===== src/rtl/balanca_pkg.sv =====
// rtl/balanca_pkg.sv - shared constants, widths and FSM states for the scale conversion blocks
package balanca_pkg;

    localparam int KG_SCALE  = 1000;
    localparam int FRAC_MAX  = 999;
    localparam int GRAMS_MAX = 4095;

    localparam int INT_W   = 12;
    localparam int FRAC_W  = 10;
    localparam int GRAMS_W = 12;

    typedef enum logic [1:0] {
        IDLE = 2'd0,
        MUL  = 2'd1,
        ADD  = 2'd2
    } state_e;

endpackage


===== src/rtl/kilograms_to_grams.sv =====
// rtl/kilograms_to_grams.sv - sequential kilogram (int + thousandths) to gram converter
module kilograms_to_grams #(
    parameter int INT_W   = balanca_pkg::INT_W,
    parameter int FRAC_W  = balanca_pkg::FRAC_W,
    parameter int GRAMS_W = balanca_pkg::GRAMS_W
) (
    input  logic               clk,
    input  logic               rst,
    input  logic               start,
    input  logic [INT_W-1:0]   weightInKilogramsInteger,
    input  logic [FRAC_W-1:0]  weightInKilogramsFraction,
    output logic               busy,
    output logic               done,
    output logic [GRAMS_W-1:0] weightInGrams,
    output logic               overflow,
    output logic               invalid
);

    // Accumulator is wide enough that max_int * 1000 + fraction never wraps.
    localparam int ACC_W = INT_W + FRAC_W;

    // Multiplier constant walked LSB first, one bit per MUL cycle.
    localparam logic [9:0]         SCALE_BITS = 10'(balanca_pkg::KG_SCALE);
    localparam logic [3:0]         LAST_BIT   = 4'd9;
    localparam logic [FRAC_W-1:0]  FRAC_LIMIT = FRAC_W'(balanca_pkg::FRAC_MAX);
    localparam logic [ACC_W-1:0]   SUM_LIMIT  = ACC_W'(balanca_pkg::GRAMS_MAX);
    localparam logic [GRAMS_W-1:0] GRAMS_SAT  = GRAMS_W'(balanca_pkg::GRAMS_MAX);

    balanca_pkg::state_e state;

    logic [ACC_W-1:0]  multiplicand;
    logic [ACC_W-1:0]  accumulator;
    logic [FRAC_W-1:0] fraction;
    logic [3:0]        bit_index;
    logic [ACC_W-1:0]  sum;

    // Fraction add feeding the range check in ADD.
    always_comb begin
        sum = accumulator + {{INT_W{1'b0}}, fraction};
    end

    // Busy covers every non-idle cycle: 10 MUL cycles plus the ADD cycle.
    always_comb begin
        busy = (state != balanca_pkg::IDLE);
    end

    // Control FSM and shift-add datapath; reset takes priority over start.
    always_ff @(posedge clk) begin
        if (rst) begin
            state         <= balanca_pkg::IDLE;
            multiplicand  <= '0;
            accumulator   <= '0;
            fraction      <= '0;
            bit_index     <= '0;
            done          <= 1'b0;
            weightInGrams <= '0;
            overflow      <= 1'b0;
            invalid       <= 1'b0;
        end else begin
            done <= 1'b0;
            case (state)
                balanca_pkg::IDLE: begin
                    if (start) begin
                        multiplicand <= {{FRAC_W{1'b0}}, weightInKilogramsInteger};
                        fraction     <= weightInKilogramsFraction;
                        accumulator  <= '0;
                        bit_index    <= '0;
                        overflow     <= 1'b0;
                        invalid      <= 1'b0;
                        state        <= balanca_pkg::MUL;
                    end
                end
                balanca_pkg::MUL: begin
                    if (SCALE_BITS[bit_index]) begin
                        accumulator <= accumulator + (multiplicand << bit_index);
                    end
                    if (bit_index == LAST_BIT) begin
                        state <= balanca_pkg::ADD;
                    end else begin
                        bit_index <= bit_index + 4'd1;
                    end
                end
                balanca_pkg::ADD: begin
                    if (fraction > FRAC_LIMIT) begin
                        invalid       <= 1'b1;
                        overflow      <= 1'b0;
                        weightInGrams <= '0;
                    end else if (sum > SUM_LIMIT) begin
                        invalid       <= 1'b0;
                        overflow      <= 1'b1;
                        weightInGrams <= GRAMS_SAT;
                    end else begin
                        invalid       <= 1'b0;
                        overflow      <= 1'b0;
                        weightInGrams <= sum[GRAMS_W-1:0];
                    end
                    done  <= 1'b1;
                    state <= balanca_pkg::IDLE;
                end
                default: begin
                    state <= balanca_pkg::IDLE;
                end
            endcase
        end
    end

endmodule


===== config.mk =====
export PLATFORM = sky130hd
export DESIGN_NAME = kilograms_to_grams
export DESIGN_NICKNAME = d
export VERILOG_FILES = /design/src/rtl/balanca_pkg.sv /design/src/rtl/kilograms_to_grams.sv
export SDC_FILE = /design/constraint.sdc
export NUM_CORES = 1
export LEC_CHECK = 0
export CELL_PAD_IN_SITES_DETAIL_PLACEMENT = 0
export CELL_PAD_IN_SITES_GLOBAL_PLACEMENT = 1
export CORE_MARGIN = 2
export CORE_UTILIZATION = 28
export CTS_BUF_LIST = sky130_fd_sc_hd__clkbuf_8
export CTS_CLUSTER_SIZE = 20
export DETAILED_ROUTE_END_ITERATION = 10
export PLACE_DENSITY_LB_ADDON = 0.05
export SETUP_SLACK_MARGIN = 0.4
export SLEW_MARGIN = 20
export SYNTH_ARGS = -nofsm -noshare
export SYNTH_HDL_FRONTEND = slang
export SYNTH_SLANG_ARGS = --single-unit
export TNS_END_PERCENT = 1

===== constraint.sdc =====
create_clock -name clk -period 6.5 [get_ports clk]
set_input_delay 1.625 -clock clk [delete_from_list [all_inputs] [get_ports clk]]
set_output_delay 1.625 -clock clk [all_outputs]
set_load 0.02 [all_outputs]

==> flow_metrics.env <==
export IMPL_run_status="completed"
export IMPL_slew_headroom_pct=31.4
export IMPL_hpwl_um=11100
export IMPL_final_setup_vio_count=0
export IMPL_worst_r2r_startpoint="bit_index[0]"
export IMPL_stdcell_area_um2=5540
export IMPL_die_y_um=134
export IMPL_diodes=0
export IMPL_count_of_buffers_added_by_post_cts_timing_repair_for_setup=0
export IMPL_worst_setup_hold_path_clk_slew_ns=0.08
export IMPL_final_antenna_net_count=0
export IMPL_numCtsBuffers=9
export IMPL_worst_ep_arrival_time_ns=4.32
export IMPL_share_clk_of_total_power_pct=38.7
export IMPL_finalCriticalPeriod_ns=4.07
export IMPL_core_um2=16600
export IMPL_routed_top_layer="met4"
export IMPL_cts_root_to_sink_buffers=2
export IMPL_crit_path_max_fanout=22
export IMPL_fmaxAchievable_ghz=0.245
export IMPL_synth_net_count=679
export IMPL_post_cts_hold_buffer_count=0
export IMPL_netlist_instances=619
export IMPL_power_frac_seq_pct=47.4
export IMPL_synth_cell_types=68
export IMPL_synth_ff_type="sky130_fd_sc_hd__dfxtp_1"
export IMPL_antenna_violations_before_repair=0
export IMPL_syn_cell_area_um2=4760
export IMPL_detail_route_wl_per_cell_um=16.4
export IMPL_worst_ir_drop_vdd_mv=0.0960
export IMPL_grt_first_pass_wirelength_um=23100
export IMPL_final_critical_path_setup_slack_ns=2.43
export IMPL_fin_cells=870
export IMPL_synth_enable_flop_cells=0
export IMPL_cell_internal_pwr_w=0.000634
export IMPL_drt_drc=0
export IMPL_ys_seq_area_share_pct=27.7
export IMPL_cap_violations=0
export IMPL_floorplan_initialDensity_pct=28.7
export IMPL_dieArea_um2=18100
export IMPL_register_area_um2=1320
export IMPL_finalMaxSlewViolations=0
export IMPL_postSynthAreaPerCell_um2=7.69
export IMPL_synth_async_sr_flop_share_pct=0
export IMPL_fill_cells=1807
export IMPL_m1WireLength_um=7560
export IMPL_num_io_pins=41
export IMPL_area_growth_synth_to_final_pct=16.2
export IMPL_worst_hold_class="reg -> reg"
export IMPL_worstPathRequired_ns=6.75
export IMPL_met3_length_um=372
export IMPL_timing_worst_setup_path_type="reg -> reg"
export IMPL_cts_htree_levels=3
export IMPL_net_switching_power_w=0.000268
export IMPL_routed_wirelength_um=14300
export IMPL_post_route_period_util_pct=62.7
export IMPL_dr_first_iter_drc_count=240
export IMPL_synth_warnings=0
export IMPL_worst_slew_pin_slew_ns=1.03
export IMPL_flops_latches_synth=66
export IMPL_design_final_nets=705
export IMPL_combPwrFrac_pct=13.9
export IMPL_swShare_pct=29.7
export IMPL_cts_root_buf="sky130_fd_sc_hd__clkbuf_8"
export IMPL_setup_worst_path_start="bit_index[0]"
export IMPL_worstSetupStartpointType="register"
export IMPL_share_of_layout_cells_above_drive_strength_1_pct=7.38
export IMPL_via_per_inst=5.13
export IMPL_grt_overflow=0
export IMPL_cts_tree="yes"
export IMPL_dpl_worst_slack_ns=2.47
export IMPL_dieWidth_um=134
export IMPL_hold_path_startpoint="weightInGrams[10]"
export IMPL_io_buffers=40
export IMPL_rsz0062_at_grt="false"
export IMPL_finalPower_w=0.000902
export IMPL_worstSkewPairLatency_ns=0.37
export IMPL_maximum_number_of_pins_on_one_net_before_global_route_repair=36
export IMPL_hold_viol=0
export IMPL_first_global_vias=4325
export IMPL_grtUsageTotal_pct=16.4
export IMPL_endpoint_kind="register"
export IMPL_post_cts_resize_count=0
export IMPL_clkSinkCount=66
export IMPL_post_dp_cell_area_um2=5340
export IMPL_static_power_due_to_leakage_nw=2.06
export IMPL_p_per_area_nw_per_um2=163
export IMPL_met2RoutedLength_um=6130
export IMPL_num_rows=47
export IMPL_post_place_cells=854
export IMPL_area_of_the_multi_input_gates_um2=3270
export IMPL_skew_ns=0.0156
export IMPL_drtPass1Iterations=4
export IMPL_setup_total_negative_slack_ns=0
export IMPL_final_weighted_congestion_in_routability_driven_placement=0.785
export IMPL_num_vias=4459
path summary, 6_finish.rpt:
path | slack (ns) | cells past startpoint | endpoint
max reg2reg | 2.43 | 13 | accumulator[18]
min reg2reg | 0.46 | 2 | weightInGrams[10]
min | 0.46 | 2 | weightInGrams[10]
max | 2.43 | 13 | accumulator[18]
per-layer routing:
layer,GRT usage (%),vias up
met4,5.03,0
met1,24.0,2105
met5,0,-
met3,2.31,13
li1,-,2282
met2,24.7,59
power groups by stage:
stage | Clock (W) | Sequential, W | Combinational (W)
after global routing | 0.000382 | 0.000430 | 0.000141
after floorplan | 0 | 0.000429 | 0.0000898
after detailed placement | 0 | 0.000438 | 0.000126
after CTS | 0.000362 | 0.000428 | 0.000127
after global placement | 0 | 0.000437 | 0.000126
final | 0.000349 | 0.000428 | 0.000125
final cells by class:
class / instances / share of cell area [%]
Multi-Input combinational cell: 507 / 59.0
Timing Repair Buffer: 42 / 7.41
Clock inverter: 4 / 0.452
Inverter: 19 / 1.29
Clock buffer: 12 / 2.98
Sequential cell: 66 / 23.9
Tap cell: 220 / 4.97
sequential cells by signal (all words and copies together), names as in the netlist, named ones only:
register       flops
state              2
overflow           1
multiplicand      12
invalid            1
done               1
weightInGrams     12
fraction          10
accumulator       22
bit_index          4
worst max-delay path, cell delays in order, from the launching register on:
cell                        delay (ns)
sky130_fd_sc_hd__dfxtp_1          0.82
sky130_fd_sc_hd__clkinv_1         0.44
sky130_fd_sc_hd__nand3_1          0.26
sky130_fd_sc_hd__nor3_1           0.07
sky130_fd_sc_hd__ha_1             0.27
sky130_fd_sc_hd__fa_1             0.42
sky130_fd_sc_hd__a21oi_1          0.25
sky130_fd_sc_hd__o21ai_2          0.12
sky130_fd_sc_hd__a2111oi_4        0.45
sky130_fd_sc_hd__nor2_2           0.13
sky130_fd_sc_hd__a221o_1          0.31
sky130_fd_sc_hd__a21oi_1          0.19
sky130_fd_sc_hd__xor2_1           0.18
sky130_fd_sc_hd__o21ai_1          0.07
through the flow:
stage	hold WS (ns)	utilization, %
6_report	0.457	33.4
3_3_place_gp	0.443	32.2
2_1_floorplan	0.440	-
4_1_cts	0.464	33.4
5_1_grt	0.476	33.4
3_5_place_dp	0.452	32.2
placed cells by master (no fill, tap or decap), drive strengths merged, types with 5 or more instances in the layout:
cell type      count
nor3              15
a211oi             7
o21ai             36
nand2            114
a21oi             67
nand3             14
inv               19
clkbuf            12
nand2b             7
mux2               5
and2               7
xnor2             22
dfxtp             66
a21o               9
ha                33
mux2i             10
a22oi             12
nand4              6
a31oi             11
nor2              52
clkdlybuf4s50     39
nor2b              6
o211ai             8
xor2              12
cells in the mapped netlist, drive strengths merged (10+ instances only):
cell | instances | area, um^2
mux2i | 10 | 100
a21oi | 67 | 343
ha | 33 | 413
o21ai | 36 | 184
nor3 | 15 | 75.1
a31oi | 11 | 68.8
inv | 17 | 63.8
clkbuf | 21 | 78.8
xor2 | 12 | 105
nand3 | 14 | 70.1
nand2 | 114 | 428
dfxtp | 66 | 1320
nor2 | 52 | 203
a22oi | 12 | 90.1
xnor2 | 22 | 193
kinds of logic after synthesis:
family	share of synthesized area [%]
adders and majority gates	9.51
and+or+nand+nor	22.0
buffers and inverters	3.70
AOI/OAI and AO/OA	27.0
xor gates and xnor gates	6.25
DFF	27.7
muxes	3.76
(Power assumes the default switching activity.)
